==> src/rtl/wb_bus_master_if.sv <==
// wb_bus_master_if
// Wishbone bus bundle between the bus master and the slave arbiter.
//   stb_o, cyc_o : strobe / cycle, driven by the master
//   we_o         : write enable, driven by the master
//   adr_o, dat_o : address and write data, driven by the master
//   ack_i        : acknowledge, driven by the slave side
//   dat_i        : read data, driven by the slave side
interface wb_bus_master_if #(
  parameter int WORD = 16
) ();
  logic            stb_o;
  logic            cyc_o;
  logic            we_o;
  logic [WORD-1:0] adr_o;
  logic [WORD-1:0] dat_o;
  logic            ack_i;
  logic [WORD-1:0] dat_i;

  modport master (
    output stb_o, cyc_o, we_o, adr_o, dat_o,
    input  ack_i, dat_i
  );

  modport slave (
    input  stb_o, cyc_o, we_o, adr_o, dat_o,
    output ack_i, dat_i
  );
endinterface

==> src/rtl/wb_bus_master.sv <==
// wb_bus_master
// Turns a level CPU request into one Wishbone single-beat cycle, with a
// timeout that aborts the cycle when the slave never acknowledges.
//   clk_i     : sole clock
//   nrst_i    : asynchronous active-low reset
//   cpuReq_i  : transfer request, sampled only in IDLE
//   cpuWe_i   : 1 = write, 0 = read
//   cpuAdr_i  : transfer address
//   cpuDat_i  : write data
//   cpuDat_o  : read data, all ones after a read timeout
//   cpuDone_o : one-cycle pulse when a transfer finishes
//   cpuErr_o  : one-cycle pulse alongside cpuDone_o on timeout
//   busy_o    : high while a bus cycle is in flight
//   wb        : Wishbone master side
//
// state | meaning
// IDLE  | no bus cycle; waiting for cpuReq_i
// BUS   | stb/cyc asserted; waiting for ack_i or timeout
module wb_bus_master #(
  parameter int WORD    = 16,
  parameter int TIMEOUT = 15
) (
  input  logic            clk_i,
  input  logic            nrst_i,
  input  logic            cpuReq_i,
  input  logic            cpuWe_i,
  input  logic [WORD-1:0] cpuAdr_i,
  input  logic [WORD-1:0] cpuDat_i,
  output logic [WORD-1:0] cpuDat_o,
  output logic            cpuDone_o,
  output logic            cpuErr_o,
  output logic            busy_o,
  wb_bus_master_if.master wb
);

  localparam int              CNT_W   = $clog2(TIMEOUT + 1);
  localparam logic [CNT_W-1:0] CNT_LAST = CNT_W'(TIMEOUT - 1);

  typedef enum logic {IDLE, BUS} state_t;

  state_t           state;
  logic [CNT_W-1:0] cnt;

  always_ff @(posedge clk_i or negedge nrst_i) begin
    if (!nrst_i) begin
      state     <= IDLE;
      cnt       <= '0;
      wb.stb_o  <= 1'b0;
      wb.cyc_o  <= 1'b0;
      wb.we_o   <= 1'b0;
      wb.adr_o  <= '0;
      wb.dat_o  <= '0;
      cpuDat_o  <= '0;
      cpuDone_o <= 1'b0;
      cpuErr_o  <= 1'b0;
      busy_o    <= 1'b0;
    end else begin
      // done/err are single-cycle pulses unless set below
      cpuDone_o <= 1'b0;
      cpuErr_o  <= 1'b0;
      case (state)
        IDLE: begin
          if (cpuReq_i) begin
            wb.we_o  <= cpuWe_i;
            wb.adr_o <= cpuAdr_i;
            wb.dat_o <= cpuDat_i;
            wb.stb_o <= 1'b1;
            wb.cyc_o <= 1'b1;
            busy_o   <= 1'b1;
            cnt      <= '0;
            state    <= BUS;
          end
        end
        BUS: begin
          // ack is checked first so an ack on the last counted edge completes normally
          if (wb.ack_i) begin
            wb.stb_o  <= 1'b0;
            wb.cyc_o  <= 1'b0;
            busy_o    <= 1'b0;
            cpuDone_o <= 1'b1;
            if (!wb.we_o) cpuDat_o <= wb.dat_i;
            state     <= IDLE;
          end else begin
            cnt <= cnt + CNT_W'(1);
            if (cnt == CNT_LAST) begin
              wb.stb_o  <= 1'b0;
              wb.cyc_o  <= 1'b0;
              busy_o    <= 1'b0;
              cpuDone_o <= 1'b1;
              cpuErr_o  <= 1'b1;
              if (!wb.we_o) cpuDat_o <= '1;
              state     <= IDLE;
            end
          end
        end
        default: state <= IDLE;
      endcase
    end
  end

endmodule

==> src/flat_wrapper.sv <==
// flat-port wrapper written by rule: the top's interface ports become plain ports
module wb_bus_master_flat 
#(
  parameter int WORD    = 16,
  parameter int TIMEOUT = 15
)
  (clk_i, nrst_i, cpuReq_i, cpuWe_i, cpuAdr_i, cpuDat_i, cpuDat_o, cpuDone_o, cpuErr_o, busy_o, wb_stb_o, wb_cyc_o, wb_we_o, wb_adr_o, wb_dat_o, wb_ack_i, wb_dat_i);
  wb_bus_master_if #(.WORD(WORD)) wb_i ();
  input  logic clk_i;
  input  logic nrst_i;
  input  logic cpuReq_i;
  input  logic cpuWe_i;
  input  logic [WORD-1:0] cpuAdr_i;
  input  logic [WORD-1:0] cpuDat_i;
  output logic [WORD-1:0] cpuDat_o;
  output logic cpuDone_o;
  output logic cpuErr_o;
  output logic busy_o;
  output wire logic [$bits(wb_i.stb_o)-1:0] wb_stb_o;
  output wire logic [$bits(wb_i.cyc_o)-1:0] wb_cyc_o;
  output wire logic [$bits(wb_i.we_o)-1:0] wb_we_o;
  output wire logic [$bits(wb_i.adr_o)-1:0] wb_adr_o;
  output wire logic [$bits(wb_i.dat_o)-1:0] wb_dat_o;
  input wire logic [$bits(wb_i.ack_i)-1:0] wb_ack_i;
  input wire logic [$bits(wb_i.dat_i)-1:0] wb_dat_i;
  assign wb_stb_o = wb_i.stb_o;
  assign wb_cyc_o = wb_i.cyc_o;
  assign wb_we_o = wb_i.we_o;
  assign wb_adr_o = wb_i.adr_o;
  assign wb_dat_o = wb_i.dat_o;
  assign wb_i.ack_i = wb_ack_i;
  assign wb_i.dat_i = wb_dat_i;
  wb_bus_master #(.WORD(WORD), .TIMEOUT(TIMEOUT)) u_core (.clk_i(clk_i), .nrst_i(nrst_i), .cpuReq_i(cpuReq_i), .cpuWe_i(cpuWe_i), .cpuAdr_i(cpuAdr_i), .cpuDat_i(cpuDat_i), .cpuDat_o(cpuDat_o), .cpuDone_o(cpuDone_o), .cpuErr_o(cpuErr_o), .busy_o(busy_o), .wb(wb_i));
endmodule
==> config.mk <==
export PLATFORM = sky130hd
export DESIGN_NAME = wb_bus_master_flat
export DESIGN_NICKNAME = d
export VERILOG_FILES = /design/src/rtl/wb_bus_master_if.sv /design/src/rtl/wb_bus_master.sv /design/src/flat_wrapper.sv
export SDC_FILE = /design/constraint.sdc
export NUM_CORES = 1
export LEC_CHECK = 0
export CORE_MARGIN = 10
export CORE_UTILIZATION = 36
export DETAILED_ROUTE_END_ITERATION = 10
export PLACE_DENSITY_LB_ADDON = 0.3
export SYNTH_ARGS = -nofsm -noshare
export SYNTH_HDL_FRONTEND = slang
export SYNTH_SLANG_ARGS = --single-unit
==> constraint.sdc <==
create_clock -name clk_i -period 1.4 [get_ports clk_i]
set_input_delay 0.21 -clock clk_i [delete_from_list [all_inputs] [get_ports clk_i]]
set_output_delay 0.21 -clock clk_i [all_outputs]
set_load 0.01 [all_outputs]
==> impl_metrics.ini <==
[status]
outcome = finished, final reports clean

[finish]
post-route-util = 0.6055
drive_above_1_share = 0.1051
n_antenna_cell = 0
synthToLayoutAreaGrowth_pct = 63.34
fillCellCount = 504
fin_nets = 383

[global_route]
grt_pass1_vias = 1929
grt_pass1_wl_mm = 9.970
grt_start_max_net_pins = 58
grtUsageTotal = 0.1267
grt-ovfl-total = 0
antenna_found_initial = 0

[route]
vias_per_cell = 4.537
vias = 1851
drtIter0Drc = 27
drt_pass1_iterations = 4
drt-met1-wl_mm = 2.630
met2_length_mm = 2.846
drt-total-wl_mm = 6.072
post_drt_wl_per_cell_um = 14.88
top_layer_used = met4
remaining_drc_errors = 0
ant_nets = 0
wl_met3_um = 543

[die]
fp.coreArea_um2 = 5921
floorplan.die_area_um2 = 9619
die_w_um = 98.08
ios = 107
core.rowCount = 28
start_util = 0.3707
die_y_um = 98.08

[cts]
root_buffer = clkbuf_8
clockBufferDepth = 2
cts_tree = yes
cts_sinks = 57
insertion_delay_ns = 0.32
cts_buffers = 9
clkTransAtPathRegs_ns = 0.07
htreeDepth = 3

[pwr]
internal_power_mw = 3.940
p_leak_nw = 1.784
power_frac_seq = 0.413
p_comb_frac = 0.276
powerDensity_nw_per_um2 = 1536
switching_share = 0.2844
power.total_mw = 5.506
clock_power_share = 0.311
vdd_drop_max_mv = 0.7452
switching_power_mw = 1.566

[logic_synthesis]
syn-num-nets = 266
synth.avg_cell_area_um2 = 10.40
synth_area_um2 = 2195
ys_warn_count = 0
ys_seq_area_frac = 0.6499
ys_ff_latch = 57
synth_top_area_frac = 0.6499
synth_area_leader_cell = dfrtp_1
synth.most_common_cell = nand2_1
synthTopCellsByCount = 103 x nand2_1, 57 x dfrtp_1, 16 x o22a_1
ys.flop_type = dfrtp_1
synthCells = 211
synth_async_sr_flop_share = 1.000
synth-edff-count = 0
netlist_top_cells_area = dfrtp_1 65%, nand2_1 18%, o22a_1 6.4%
synth_cell_type_count = 23

[sta]
setup_viol = 0
slew_headroom = 0.7959
min_period_over_period = 0.9608
timing.fmax_mhz = 743.4
hold_violations = 0
finalCriticalPeriod_ns = 1.345
tightest_slew_ns = 0.3062
slew_violations = 0
rsz0062_at_grt = yes
skew_ns = 0.004714

[min_path]
min_to = u_core.wb.adr_o[5]
hold_depth = 3
min_from = cpuAdr_i[5]
hold_path.class = in -> reg

[critical_path]
crit_arrival_ns = 1.60
r2r_end = u_core.cpuDat_o[3]
slowest_stage = dfrtp_1
slowest_delay_ns = 0.38
crit_chain = inv_1 > ha_2 > a31oi_4 > nor3b_4 > buf_12 > o22a_1
worstPathMaxFanout = 16
required_ns = 1.66
regToRegSetupSlack_ns = 0.05
rr_worst_depth = 6
r2r-start = u_core.cnt[0]
endpoint_kind = register
critical_path_class = reg -> reg
timing.critical_path.from_type = register

[run]
max_cap_viol_count = 0

[place]
gp_congestion = 0.7798
hpwl_mm = 4.520
io_buffers = 106
## timing repair
item | 4_1_cts | 5_1_grt
pin swaps | 1 | 2
hold endpoints to repair | 57 | 0
hold buffers | 1 | 0
setup buffers | 1 | 0
resized for setup | 56 | 1
endpoints found under the setup margin | 70 | 16
## per-layer routing
layer  vias to the layer above  global-route usage
li1                        917                   -
met1                       855              0.1557
met2                        73              0.1893
met3                         6             0.05708
met4                         0             0.05034
met5                         -                   0
## cell usage in the layout (no fill, tap or decap), drive strengths merged, types with 2 or more instances in the layout
cell / Yosys / routed
nand2: 103 / 103
dfrtp: 57 / 57
dlygate4sd2: 0 / 54
clkdlybuf4s50: 0 / 51
o22a: 16 / 16
buf: 8 / 12
clkbuf: 4 / 11
o21ai: 3 / 3
nand2b: 2 / 2
nand3: 2 / 2
mux2i: 2 / 2
clkinv: 0 / 2
bufinv: 0 / 2
nor2b: 2 / 2
ha: 2 / 2
## how the worst max path moves through the flow
stage                  start                   to  slack (ns)
3_5_place_dp        wb_ack_i  u_core.cpuDat_o[12]       -0.30
2_1_floorplan  u_core.cnt[0]  u_core.cpuDat_o[10]       0.008
4_1_cts        u_core.cnt[0]   u_core.cpuDat_o[3]        0.02
5_1_grt        u_core.cnt[0]   u_core.cpuDat_o[0]       -0.01
3_3_place_gp        wb_ack_i   u_core.cpuDat_o[8]       -0.24
6_report       u_core.cnt[0]   u_core.cpuDat_o[3]        0.05
## registers in the layout, indices dropped and copies added, names as in the netlist
name,count
u_core.busy_o,1
u_core.cnt,4
u_core.cpuDat_o,16
u_core.cpuDone_o,1
u_core.cpuErr_o,1
u_core.state,1
u_core.wb.adr_o,16
u_core.wb.dat_o,16
u_core.wb.we_o,1
## power groups by stage
stage	Sequential, mW	Clock [mW]	Combinational [mW]
3_3_place_gp	2.30	0	1.77
5_1_grt	2.33	1.85	1.67
6_report	2.27	1.71	1.52
3_5_place_dp	2.32	0	1.81
4_1_cts	2.28	1.77	1.56
2_1_floorplan	2.49	0	0.464
## critical path, delay by kind of cell, from the launching register on
kind | cells | cell delay, ns
simple gates | 1 | 0.22
flops | 1 | 0.38
compound gates | 2 | 0.24
buf+inv | 2 | 0.23
fa+ha+maj | 1 | 0.20
## layout make-up
class	count	area [µm²]	area share
Sequential cell	57	1428	0.3983
Timing Repair Buffer	118	1119	0.3120
Multi-Input combinational cell	141	711.9	0.1986
Clock buffer	11	151.4	0.04223
Tap cell	75	93.84	0.02618
Clock inverter	5	77.57	0.02164
Inverter	1	3.754	0.001047
## kinds of logic (layout without fill, tap and decap cells)
kind of cell,Yosys count,count (layout),share of synthesized area
compound gates,21,21,0.07867
simple gates,116,116,0.2189
buf+inv,13,135,0.03192
fa+ha+maj,2,2,0.01140
flops,57,57,0.6499
mux,2,2,0.009122
## metrics by stage
stage	setup TNS (ns)	cells	setup WS [ns]	hold WS [ns]	cell area (µm²)
global placement	-3.876	390	-0.2435	0.2396	3381
floorplan	0	211	0.007670	-0.08559	2195
finish	0	408	0.05482	0.4111	3585
detailed placement	-4.680	390	-0.3046	0.2375	3381
CTS	0	408	0.01571	0.3886	3582
global route	-0.08487	408	-0.01420	0.3916	3585
Note: power is estimated with default switching activity, not from simulation.
